**config.mk**
```make
export PLATFORM = sky130hd
export DESIGN_NAME = peripheral_arbiter_wb
export DESIGN_NICKNAME = d
export VERILOG_FILES = /design/src/rtl/peripheral_arbiter_wb.sv
export SDC_FILE = /design/constraint.sdc
export NUM_CORES = 1
export LEC_CHECK = 0
export BUFFER_PORTS_ARGS = -buffer_cell sky130_fd_sc_hd__buf_2
export CAP_MARGIN = 10
export CELL_PAD_IN_SITES_DETAIL_PLACEMENT = 1
export CELL_PAD_IN_SITES_GLOBAL_PLACEMENT = 1
export CORE_AREA = 2 2 182 184
export DETAILED_ROUTE_END_ITERATION = 8
export DIE_AREA = 0 0 184 186
export MAX_ROUTING_LAYER = met4
export PLACE_DENSITY_LB_ADDON = 0.1
export SKIP_CTS_REPAIR_TIMING = 1
export SYNTH_ARGS = -nofsm -noshare
export SYNTH_HDL_FRONTEND = slang
export SYNTH_SLANG_ARGS = --single-unit
```
**constraint.sdc**
```tcl
create_clock -name clk -period 3.79 [get_ports clk]
set_input_delay 0.379 -clock clk [delete_from_list [all_inputs] [get_ports clk]]
set_output_delay 0.379 -clock clk [all_outputs]
set_load 0.01 [all_outputs]
```
**src/rtl/peripheral_arbiter_wb.sv**
```systemverilog
// peripheral_arbiter_wb
// Round-robin arbiter that shares one Wishbone B3 slave port between
// NUM_MASTERS Wishbone B3 masters. The winner owns the bus for its whole
// cyc window, so classic cycles and CTI/BTE bursts pass through unbroken.
// A per-grant watchdog ends a stalled strobe with a one-cycle error.
//
// Ports
//   clk, rst_n            clock, asynchronous active-low reset
//   m_*_i                 per-master request buses, master k in slice [k*W +: W]
//   m_dat_o               slave read data broadcast to every master
//   m_ack_o/err_o/rty_o   per-master responses (only the owner's bit can be set)
//   s_*_o                 slave-side request, muxed from the owner
//   s_dat_i, s_ack_i,
//   s_err_i, s_rty_i      slave read data and responses
//   grant_o               one-hot current owner, zero when idle
//
// Handshake: a beat completes on a cycle where s_stb_o is high and the
// slave returns ack, err or rty; the owner keeps the bus while its cyc
// is high, and releases it on the first edge that samples cyc low.
module peripheral_arbiter_wb #(
  parameter int AW          = 32,
  parameter int DW          = 32,
  parameter int NUM_MASTERS = 4,
  parameter int TIMEOUT     = 256
) (
  input  logic                        clk,
  input  logic                        rst_n,
  input  logic [NUM_MASTERS*AW-1:0]   m_adr_i,
  input  logic [NUM_MASTERS*DW-1:0]   m_dat_i,
  input  logic [NUM_MASTERS*DW/8-1:0] m_sel_i,
  input  logic [NUM_MASTERS-1:0]      m_we_i,
  input  logic [NUM_MASTERS-1:0]      m_cyc_i,
  input  logic [NUM_MASTERS-1:0]      m_stb_i,
  input  logic [NUM_MASTERS*3-1:0]    m_cti_i,
  input  logic [NUM_MASTERS*2-1:0]    m_bte_i,
  output logic [DW-1:0]               m_dat_o,
  output logic [NUM_MASTERS-1:0]      m_ack_o,
  output logic [NUM_MASTERS-1:0]      m_err_o,
  output logic [NUM_MASTERS-1:0]      m_rty_o,
  output logic [AW-1:0]               s_adr_o,
  output logic [DW-1:0]               s_dat_o,
  output logic [DW/8-1:0]             s_sel_o,
  output logic                        s_we_o,
  output logic                        s_cyc_o,
  output logic                        s_stb_o,
  output logic [2:0]                  s_cti_o,
  output logic [1:0]                  s_bte_o,
  input  logic [DW-1:0]               s_dat_i,
  input  logic                        s_ack_i,
  input  logic                        s_err_i,
  input  logic                        s_rty_i,
  output logic [NUM_MASTERS-1:0]      grant_o
);

  localparam int SW  = DW / 8;
  localparam int PW  = $clog2(NUM_MASTERS);
  // A zero TIMEOUT disables the watchdog; keep a 1-bit counter so the
  // declaration stays legal.
  localparam int WDW = (TIMEOUT > 0) ? $clog2(TIMEOUT + 1) : 1;
  localparam logic [WDW-1:0] WD_LAST = (TIMEOUT > 0) ? WDW'(TIMEOUT - 1) : '0;

  typedef enum logic [1:0] {
    IDLE = 2'd0,
    OWN  = 2'd1,
    TERR = 2'd2
  } state_t;

  state_t                 state_q, state_d;
  logic [NUM_MASTERS-1:0] grant_q, grant_d;
  logic [PW-1:0]          rr_ptr_q, rr_ptr_d;
  logic [WDW-1:0]         wd_q, wd_d;

  logic                   own_cyc;
  logic                   own_stb;
  logic                   stall;
  logic                   found;
  logic [PW-1:0]          win_idx;
  logic [NUM_MASTERS-1:0] win_oh;

  // Request mux: AND-OR select on the registered one-hot grant. With no
  // grant (idle or reset) every slave-side field collapses to zero.
  always_comb begin
    s_adr_o = '0;
    s_dat_o = '0;
    s_sel_o = '0;
    s_we_o  = 1'b0;
    s_cti_o = '0;
    s_bte_o = '0;
    own_cyc = 1'b0;
    own_stb = 1'b0;
    for (int k = 0; k < NUM_MASTERS; k++) begin
      s_adr_o = s_adr_o | (m_adr_i[k*AW +: AW] & {AW{grant_q[k]}});
      s_dat_o = s_dat_o | (m_dat_i[k*DW +: DW] & {DW{grant_q[k]}});
      s_sel_o = s_sel_o | (m_sel_i[k*SW +: SW] & {SW{grant_q[k]}});
      s_cti_o = s_cti_o | (m_cti_i[k*3 +: 3]   & {3{grant_q[k]}});
      s_bte_o = s_bte_o | (m_bte_i[k*2 +: 2]   & {2{grant_q[k]}});
      s_we_o  = s_we_o  | (m_we_i[k]  & grant_q[k]);
      own_cyc = own_cyc | (m_cyc_i[k] & grant_q[k]);
      own_stb = own_stb | (m_stb_i[k] & grant_q[k]);
    end
  end

  // cyc/stb reach the slave only while owning; TERR forces them low.
  assign s_cyc_o = (state_q == OWN) & own_cyc;
  assign s_stb_o = (state_q == OWN) & own_stb;

  assign m_dat_o = s_dat_i;
  assign grant_o = grant_q;

  assign m_ack_o = (state_q == OWN) ? (grant_q & {NUM_MASTERS{s_ack_i}}) : '0;
  assign m_rty_o = (state_q == OWN) ? (grant_q & {NUM_MASTERS{s_rty_i}}) : '0;
  assign m_err_o = (state_q == OWN)  ? (grant_q & {NUM_MASTERS{s_err_i}}) :
                   (state_q == TERR) ? grant_q : '0;

  assign stall = (state_q == OWN) & own_stb & ~(s_ack_i | s_err_i | s_rty_i);

  // Circular search for the first requester at or after rr_ptr.
  always_comb begin
    int            j;
    logic [PW-1:0] j_idx;
    found   = 1'b0;
    win_idx = '0;
    win_oh  = '0;
    j       = 0;
    j_idx   = '0;
    for (int i = 0; i < NUM_MASTERS; i++) begin
      j = int'(rr_ptr_q) + i;
      if (j >= NUM_MASTERS) j = j - NUM_MASTERS;
      j_idx = PW'(j);
      if (!found && m_cyc_i[j_idx]) begin
        found   = 1'b1;
        win_idx = j_idx;
      end
    end
    if (found) win_oh[win_idx] = 1'b1;
  end

  // Next-state logic.
  always_comb begin
    state_d  = state_q;
    grant_d  = grant_q;
    rr_ptr_d = rr_ptr_q;
    wd_d     = wd_q;
    unique case (state_q)
      IDLE: begin
        wd_d = '0;
        if (found) begin
          grant_d  = win_oh;
          // Pointer moves past the winner at grant time, so a TERR exit
          // already rotates priority.
          rr_ptr_d = (int'(win_idx) == NUM_MASTERS - 1) ? '0 : win_idx + PW'(1);
          state_d  = OWN;
        end
      end
      OWN: begin
        if (!own_cyc) begin
          state_d = IDLE;
          grant_d = '0;
          wd_d    = '0;
        end else if (stall && (TIMEOUT > 0)) begin
          if (wd_q == WD_LAST) begin
            state_d = TERR;
            wd_d    = '0;
          end else begin
            wd_d = wd_q + WDW'(1);
          end
        end else begin
          // Any response (including one on the last allowed cycle) or a
          // dropped strobe restarts the count.
          wd_d = '0;
        end
      end
      TERR: begin
        state_d = IDLE;
        grant_d = '0;
        wd_d    = '0;
      end
      default: begin
        state_d = IDLE;
        grant_d = '0;
        wd_d    = '0;
      end
    endcase
  end

  always_ff @(posedge clk or negedge rst_n) begin
    if (!rst_n) begin
      state_q  <= IDLE;
      grant_q  <= '0;
      rr_ptr_q <= '0;
      wd_q     <= '0;
    end else begin
      state_q  <= state_d;
      grant_q  <= grant_d;
      rr_ptr_q <= rr_ptr_d;
      wd_q     <= wd_d;
    end
  end

endmodule

```
==> impl_metrics.yaml, run 1 <==
routing:
  highest_layer: "met3"
  wl_met3_um: 1820
  drc: 0
  via_count: 4523
  wl_met1_um: 9420
  wire_per_inst_um: 21.1
  viasPerCell: 3.91
  drt-initial-drc-count: 176
  dr.pass1.iters: 4
  ant_nets: 0
  wl_met2_um: 13100
  drt-total-wl_um: 24400
floorplan:
  die-area_um2: 34200
  die_y_um: 186
  ios: 465
  die_w_um: 184
  start_util: 0.0882
  rows: 66
  core_um2: 32200
global_routing:
  grt_remaining_overflow: 0
  antenna_found_initial: 7
  grt_pass1_wl_um: 32400
  grt_max_degree: 68
  grt_pass1_vias: 4545
  grt_usage: 0.133
synth:
  netlist_top_cells_area: "a22oi_1 39%, dfrtp_1 15%, nand2_1 11%, buf_4 8.5%, clkbuf_1 2.6%"
  synth-main-ff-cell: "dfrtp_1"
  async_flop_share: 1.00
  ys_seq_elements: 17
  synth_top_area_cell: "a22oi_1"
  netlist_area_um2: 2840
  avgSynthCellArea_um2: 7.12
  synth_top_area_frac: 0.391
  synth_commonest_cells: "148 x a22oi_1, 82 x nand2_1, 32 x buf_4, 20 x clkbuf_1, 17 x dfrtp_1"
  yosysSeqAreaShare: 0.150
  yosysMostFrequentCell: "a22oi_1"
  yosys_warnings: 0
  synth.distinct_cells: 42
  syn-num-nets: 745
  synth_edf_count: 0
  syn_inst: 399
setup_path:
  r2r_slack_ns: 1.60
  cp-end-kind: "output port"
  cp-start-kind: "flip-flop"
  cp_data_arrival_time_ns: 2.03
  r2r_cells: 5
  r2r_start: "grant_o[1]"
  path_class: "reg2out"
  crit_fanout: 63
  critPathRequiredTime_ns: 3.41
  worstReg2RegEnd: "wd_q[3]"
timing:
  whs_ns: 0.0590
  tightest_slew_ns: 0.881
  hold_viol: 0
  rsz0062_at_grt: "no"
  max_slew_margin: 0.413
  layout_min_cycle_time_ns: 2.41
  fmax_mhz: 415
  report.final.slew_viol_count: 0
  finalSetupViolCount: 0
  min_period_over_period: 0.636
  timing.final.ws_setup_ns: 1.38
  fin_setup_tns_ns: 0
  clock_skew_ns: 0.00222
placement:
  dp_hpwl_um: 20300
  place_area_um2: 5020
  gp_congestion: 0.840
  io_buffers: 400
  pre_cts_ws_ns: 1.45
status:
  status: "finished, final reports clean"
layout:
  syn2layout_area_growth_pct: 80.3
  final_core_util: 0.159
  nets: 1088
  final_area_um2: 5120
  layout-drive-gt1-share: 0.570
  nFillCells: 3988
clock_network:
  cts.path.max_buffers: 2
  clk_pin_slew_ns: 0.05
  htree_levels: 1
  cts.sink_count: 17
  clk_latency_ns: 0.25
  cts_root_buffer: "clkbuf_16"
  cts_tree: "built"
  cts-buffers-inserted: 3
flow_run:
  max_cap_viol_count: 0
min_path:
  hold_class: "in2async"
power_and_ir_drop:
  peakVddDrop_v: 0.000210
  power_density_nw_per_um2: 638
  leakage_uw: 0.00280
==> worst max-delay path: stages (launching register included) <==
cell	delay, ns
dfrtp_4	0.92
buf_4	0.39
a22o_1	0.19
o21a_1	0.14
buf_2	0.13
==> power breakdown <==
part,internal (uW),switching [uW],total (uW)
clock,143,71.3,214
sequential,223,426,649
combinational,1050,1350,2400
total,1420,1850,3260
==> layout by cell type, fill, tap and decap left out, types with 2 or more instances in the layout <==
master	count
a22o_1	7
a22oi_1	148
nand3_1	7
mux2_2	2
a21boi_0	2
buf_4	7
o21ai_0	4
a21oi_1	2
clkbuf_16	3
xor2_1	3
o22ai_1	2
inv_1	3
nand2_1	82
and2_1	5
buf_2	400
dfrtp_1	13
diode_2	7
nor2b_1	2
and3_1	8
dfrtp_4	4
nor2_1	11
ha_1	5
==> per-layer routing <==
metal,GRT usage,vias up
li1,-,2193
met1,0.152,2140
met2,0.247,190
met3,0.0340,0
met4,0.000960,0
met5,-,-
==> sequential cells by signal (all words and copies together), names as in the netlist <==
name / flops
wd_q: 9
grant_o: 4
rr_ptr_q: 2
state_q: 2
==> how the worst max path moves through the flow <==
stage,start,endpoint,slack (ns),cells after the start
2_1_floorplan,grant_o[2],s_dat_o[20],2.14,5
3_3_place_gp,grant_o[1],wd_q[3],1.50,5
3_5_place_dp,grant_o[1],wd_q[3],1.45,5
4_1_cts,grant_o[1],s_stb_o,1.24,4
5_1_grt,state_q[0],m_err_o[2],1.15,5
6_report,grant_o[1],s_stb_o,1.38,4
==> cells by family after synthesis <==
| logic type | synth area share |
|---|---|
| AOI/OAI and AO/OA | 0.465 |
| buffers and inverters | 0.143 |
| xor gates and xnor gates | 0.0123 |
| muxes | 0.00793 |
| adders and majority gates | 0.0220 |
| DFF | 0.150 |
| and+or+nand+nor | 0.200 |
==> stage by stage <==
step                      power [uW]  instances
after detailed placement        3180       1145
final                           3260       1156
after global placement          3180       1145
after global routing            3590       1156
after CTS                       3410       1149
after floorplan                 1830        399
==> cell type report <==
cell class | instances | area (um^2) | share of cell area
clock buffer | 4 | 78.8 | 0.0154
multi-input combinational | 310 | 2010 | 0.392
inverter | 3 | 11.3 | 0.00220
timing repair buffer | 407 | 2050 | 0.401
sequential | 17 | 440 | 0.0860
antenna | 7 | 17.5 | 0.00342
tap | 408 | 510 | 0.0997
(Power assumes the default switching activity.)
==> inputs of run 2 (changes only) <==
--- a/config.mk
+++ b/config.mk
@@ -9,9 +9,9 @@
 export CAP_MARGIN = 10
 export CELL_PAD_IN_SITES_DETAIL_PLACEMENT = 1
 export CELL_PAD_IN_SITES_GLOBAL_PLACEMENT = 1
-export CORE_AREA = 2 2 182 184
+export CORE_AREA = 2 2 183 185
 export DETAILED_ROUTE_END_ITERATION = 8
-export DIE_AREA = 0 0 184 186
+export DIE_AREA = 0 0 185 187
 export MAX_ROUTING_LAYER = met4
 export PLACE_DENSITY_LB_ADDON = 0.1
 export SKIP_CTS_REPAIR_TIMING = 1
==> constraint.sdc (replaced) <==
create_clock -name clk -period 2.45 [get_ports clk]
set_input_delay 0.245 -clock clk [delete_from_list [all_inputs] [get_ports clk]]
set_output_delay 0.245 -clock clk [all_outputs]
set_load 0.01 [all_outputs]
==> run 2 against run 1 <==
  * Critical path depth unchanged
  * Via count up 1.5%
  * First-iteration DRC count down 2.3%
  * Clock power up 56%
  * Clock skew up 0.0027 ns
  * Final area up 3.2%
  * Die area up 1.1%
  * Utilization up 0.18 points
  * Sequential share of layout area down 0.36 points
  * Largest cell class unchanged
==> impl_metrics.yaml, run 2 (synthesis results as in run 1) <==
setup_path:
  cp-end-kind: "output port"
  r2r_cells: 6
  cpMaxStageDelayCell: "dfrtp_4"
  cp-start-kind: "flip-flop"
  cp_data_arrival_time_ns: 1.81
  path_class: "reg2out"
  critPathRequiredTime_ns: 2.20
  worstPathCellList: "buf_12, a22oi_1, nand2_1, buf_2"
  cpPeakStageDelay_ns: 0.56
  crit_fanout: 72
  r2r_slack_ns: 0.70
layout:
  top_register: "wd_q"
  final_area_um2: 5280
  syn2layout_area_growth_pct: 86.1
  final_core_util: 0.161
  multiInputGateArea_um2: 2010
  nFillCells: 4116
  register_area_um2: 435
  nets: 1097
  mostFrequentLayoutCells: "400 x buf_2, 148 x a22oi_1, 82 x nand2_1"
  final_common_cell: "buf_2"
  largest_register_ffs: 9
  layout-drive-gt1-share: 0.573
global_routing:
  grt_max_degree: 73
  antenna_found_initial: 6
  grt_remaining_overflow: 0
  grt_pass1_vias: 4759
  grt_usage: 0.131
  grt_pass1_wl_um: 32900
timing:
  rsz0062_at_grt: "no"
  finalSetupViolCount: 0
  clock_skew_ns: 0.00492
  layout_min_cycle_time_ns: 2.05
  fin_setup_tns_ns: 0
  max_slew_margin: 0.703
  fmax_mhz: 488
  timing.final.ws_setup_ns: 0.399
  report.final.slew_viol_count: 0
  hold_viol: 0
  min_period_over_period: 0.837
  tightest_slew_ns: 0.445
routing:
  via_count: 4592
  drt-initial-drc-count: 172
  drc: 0
  viasPerCell: 3.81
  dr.pass1.iters: 4
  wire_per_inst_um: 19.8
  drt-total-wl_um: 23800
  ant_nets: 0
floorplan:
  ios: 465
  rows: 67
  die_w_um: 185
  start_util: 0.0864
  core_um2: 32900
  die-area_um2: 34600
  die_y_um: 187
min_path:
  hold_class: "in2async"
placement:
  io_buffers: 400
  pre_cts_ws_ns: 0.654
  gp_congestion: 0.801
  place_area_um2: 5180
  dp_hpwl_um: 20300
power_and_ir_drop:
  leakage_uw: 0.00286
  power_density_nw_per_um2: 983
  peakVddDrop_v: 0.000392
clock_network:
  htree_levels: 1
  clk_latency_ns: 0.25
  cts.sink_count: 17
  cts_tree: "built"
  cts-buffers-inserted: 3
  clk_pin_slew_ns: 0.06
  cts_root_buffer: "clkbuf_16"
  cts.path.max_buffers: 2
flow_run:
  max_cap_viol_count: 0
status:
  status: "finished, final reports clean"
-- run 2: cell type report --
type,count,area share
antenna,6,0.00284
clock buffer,4,0.0149
inverter,3,0.00213
multi-input combinational,310,0.380
sequential,17,0.0824
tap,448,0.106
timing repair buffer,416,0.412
-- run 2: per-stage QoR --
stage,total power (uW),hold slack (ns),cells
6_report,5190,0.470,1204
3_5_place_dp,5020,0.213,1193
4_1_cts,5380,-0.0539,1197
5_1_grt,5680,0.490,1204
2_1_floorplan,2830,-0.0506,399
3_3_place_gp,5050,0.223,1193
-- run 2: per-layer routing --
layer | up-vias | wire [um] | track usage
met2 | 179 | 13300 | 0.258
met1 | 2185 | 8620 | 0.137
li1 | 2208 | - | -
met4 | 0 | 274 | 0.0174
met3 | 20 | 1620 | 0.0230
met5 | - | 0 | -
-- run 2: path summary, 6_finish.rpt --
check	endpoint	start
worst max-delay path	s_dat_o[19]	grant_o[2]
worst min register to register	wd_q[8]	wd_q[8]
worst min-delay path	wd_q[7]	rst_n
min in group clk	m_dat_o[10]	s_dat_i[10]
worst max register to register	grant_o[0]	rr_ptr_q[1]
max in group asynchronous	grant_o[2]	rst_n
-- run 2: critical path, delay by kind of cell, from the launching register on --
kind / cells / cell delay [ns]
buf+inv: 2 / 0.39
simple gates: 1 / 0.14
compound gates: 1 / 0.38
flops: 1 / 0.56
-- run 2: report_power, final --
group          switching, uW  total, uW  internal [uW]  leakage, uW
Sequential               179        529            350     0.000222
Clock                    112        333            221    0.0000382
Combinational           2560       4330           1770      0.00260
==> inputs of run 3 (changes only) <==
--- a/config.mk
+++ b/config.mk
@@ -5,13 +5,14 @@
 export SDC_FILE = /design/constraint.sdc
 export NUM_CORES = 1
 export LEC_CHECK = 0
+export ABC_AREA = 1
 export BUFFER_PORTS_ARGS = -buffer_cell sky130_fd_sc_hd__buf_2
 export CAP_MARGIN = 10
 export CELL_PAD_IN_SITES_DETAIL_PLACEMENT = 1
 export CELL_PAD_IN_SITES_GLOBAL_PLACEMENT = 1
-export CORE_AREA = 2 2 183 185
+export CORE_AREA = 2 2 180 182
 export DETAILED_ROUTE_END_ITERATION = 8
-export DIE_AREA = 0 0 185 187
+export DIE_AREA = 0 0 182 184
 export MAX_ROUTING_LAYER = met4
 export PLACE_DENSITY_LB_ADDON = 0.1
 export SKIP_CTS_REPAIR_TIMING = 1
==> constraint.sdc (replaced) <==
create_clock -name clk -period 1.75 [get_ports clk]
set_input_delay 0.175 -clock clk [delete_from_list [all_inputs] [get_ports clk]]
set_output_delay 0.175 -clock clk [all_outputs]
set_load 0.01 [all_outputs]
==> run 3 against run 2 <==
  * The flow now finishes with violations (setup timing)
  * Routed wire length rose by 5.9%
  * Sequential cell count did not move
  * First-iteration DRC count fell by 8.7%
  * Sequential power rose by 6.0%
  * Critical endpoint is now rr_ptr_q[1]
  * Largest cell class is now multi-input gates
==> impl_metrics.yaml, run 3 <==
clock_network:
  clk_latency_ns: 0.25
  cts-buffers-inserted: 3
  cts.sink_count: 17
  clk_pin_slew_ns: 0.06
  cts_root_buffer: "clkbuf_16"
  cts.path.max_buffers: 2
  htree_levels: 1
  cts_tree: "built"
routing:
  drt-initial-drc-count: 157
  drc: 0
  ant_nets: 0
  drt-total-wl_um: 25200
  viasPerCell: 3.82
  dr.pass1.iters: 4
  via_count: 5338
  wire_per_inst_um: 18.0
global_routing:
  grt_usage: 0.145
  antenna_found_initial: 10
  grt_pass1_wl_um: 36000
  grt_pass1_vias: 5526
  grt_max_degree: 55
  grtUsageMet1: 0.166
  top_usage_layer: "met2"
  grt_remaining_overflow: 0
  use_met3: 0.0325
  gr-usage-met2: 0.259
timing:
  finalSetupViolCount: 5
  clock_skew_ns: 0.00499
  min_period_over_period: 1.05
  max_slew_margin: 0.697
  tightest_slew_ns: 0.454
  whs_ns: 0.350
  timing.final.ws_setup_ns: -0.0927
  fmax_mhz: 543
  layout_min_cycle_time_ns: 1.84
  fin_setup_tns_ns: -0.331
  hold_viol: 0
  rsz0062_at_grt: "yes"
  report.final.slew_viol_count: 0
synth:
  async_flop_share: 1.00
  synthAdderAreaFrac: 0.0191
  synth-main-ff-cell: "dfrtp_1"
  synth_commonest_cells: "347 x nand2_1, 76 x nand4_1, 34 x buf_4, 23 x nor2_1"
  synth-simple-area-share: 0.659
  netlist_area_um2: 3280
  ys_seq_elements: 17
  netlist_top_cells_area: "nand2_1 40%, nand4_1 15%, dfrtp_1 13%, buf_4 7.8%, nor2_1 2.6%"
  synth_compound_area_frac: 0.0244
  yosysMostFrequentCell: "nand2_1"
  synth_top_area_cell: "nand2_1"
  syn-num-nets: 966
  yosysSeqAreaShare: 0.130
  synth_edf_count: 0
  syn_inst: 620
  avgSynthCellArea_um2: 5.29
  synth_top_family_by_area: "simple AND/OR/NAND/NOR gates"
  yosys_warnings: 0
  synth.distinct_cells: 29
  synth_xor_area_frac: 0.00802
  synth_top_area_frac: 0.397
  synth_mux_area_frac: 0
flow_run:
  max_cap_viol_count: 0
floorplan:
  start_util: 0.104
  rows: 65
  die-area_um2: 33500
  ios: 465
  core_um2: 31400
  die_w_um: 182
  die_y_um: 184
setup_path:
  crit_fanout: 5
  cpMaxStageDelayCell: "dfrtp_2"
  path_class: "reg2reg"
  cp_data_arrival_time_ns: 1.99
  timing.critical_path.buf_inv: 4
  worstPathCellList: "buf_6, nand2_4, nand2_4, o21ai_4, buf_6, buf_4, nand3_2, nand3_2, nand2_2, inv_2, ha_4, nand2_1, o21ai_1"
  crit_family: "buffers and inverters"
  cp-start-kind: "flip-flop"
  critPathRequiredTime_ns: 1.89
  cpPeakStageDelay_ns: 0.46
  cp-end-kind: "flip-flop"
layout:
  syn2layout_area_growth_pct: 80.6
  final_common_cell: "buf_2"
  largest_register_ffs: 9
  top_register: "wd_q"
  mostFrequentLayoutCells: "400 x buf_2, 337 x nand2_1, 76 x nand4_1"
  nets: 1331
  layout-drive-gt1-share: 0.495
status:
  violations: "setup timing"
  status: "complete, but fails checks"
placement:
  dp_hpwl_um: 20900
  io_buffers: 400
  gp_congestion: 0.738
  pre_cts_ws_ns: -0.133
power_and_ir_drop:
  power_density_nw_per_um2: 1060
  power_frac_clock: 0.077
  p_int_uw: 2840
  sequentialPowerShare: 0.090
  p_sw_frac: 0.546
  power.switching_uw: 3420
  leakage_uw: 0.00313
  power_frac_comb: 0.834
  peakVddDrop_v: 0.000377
min_path:
  hold_class: "in2out"
[run 3: cell types whose count changed after synthesis, moves of 4 or more]
cell	change
nand2_1	+265
a22oi_1	-148
nand4_1	+75
inv_1	+19
nor2_1	+12
inv_2	+9
and3_1	-8
nor3_1	+8
a22o_1	-7
nand2_4	+7
and2_1	-5
buf_1	-5
nand2_2	+4
[run 3: per-stage QoR]
step                total power, uW  instances  instance area [um^2]   util
floorplan                      3220        620                  3280      -
global placement               5480       1380                  5620  0.179
detailed placement             5470       1380                  5620  0.179
CTS                            5980       1384                  5700  0.182
global route                   6910       1396                  5910  0.188
finish                         6260       1397                  5920  0.188
[run 3: cells by family (layout without fill, tap and decap cells)]
kind of cell	Yosys count	after routing
xor+xnor	3	3
compound gates	12	12
buf+inv	98	462
other cells	0	11
flops	17	17
simple gates	485	485
fa+ha+maj	5	5
[run 3: power groups by stage]
stage	combinational [uW]	sequential [uW]	clock (uW)
2_1_floorplan	2700	522	0
3_3_place_gp	4930	551	0
3_5_place_dp	4910	553	0
4_1_cts	4930	545	501
5_1_grt	5810	575	517
6_report	5210	561	481
[run 3: path summary, 6_finish.rpt]
path	start	to	slack, ns	cells past startpoint
worst max register to register	rr_ptr_q[0]	rr_ptr_q[1]	-0.09	13
max in group asynchronous	rst_n	grant_o[2]	1.01	2
min in group asynchronous	rst_n	wd_q[3]	0.40	2
worst max-delay path	rr_ptr_q[0]	rr_ptr_q[1]	-0.09	13
worst min register to register	wd_q[0]	wd_q[0]	0.46	1
worst min-delay path	s_dat_i[22]	m_dat_o[22]	0.35	0
[run 3: metal layers]
metal,routed length [um],share of wire
met3,1660,0.066
met5,0,0
met2,13000,0.52
met1,10200,0.40
met4,380,0.015
[run 3: worst register-to-register path: stages, from the launching register on]
cell and delay (ns):
dfrtp_2 0.46, buf_6 0.15, nand2_4 0.08, nand2_4 0.05, o21ai_4 0.17, buf_6 0.13, buf_4 0.10, nand3_2 0.07
nand3_2 0.07, nand2_2 0.08, inv_2 0.09, ha_4 0.19, nand2_1 0.06, o21ai_1 0.05
[run 3: area by class of cell]
class	count	area, um^2
well taps	402	503
diodes	11	27.5
fillers	4081	25500
flip-flops and latches	17	432
clock buffers	3	75.1
repair buffers	427	2300
multi-input cells	505	2450
inverters	31	121
clock inverters	1	5.00
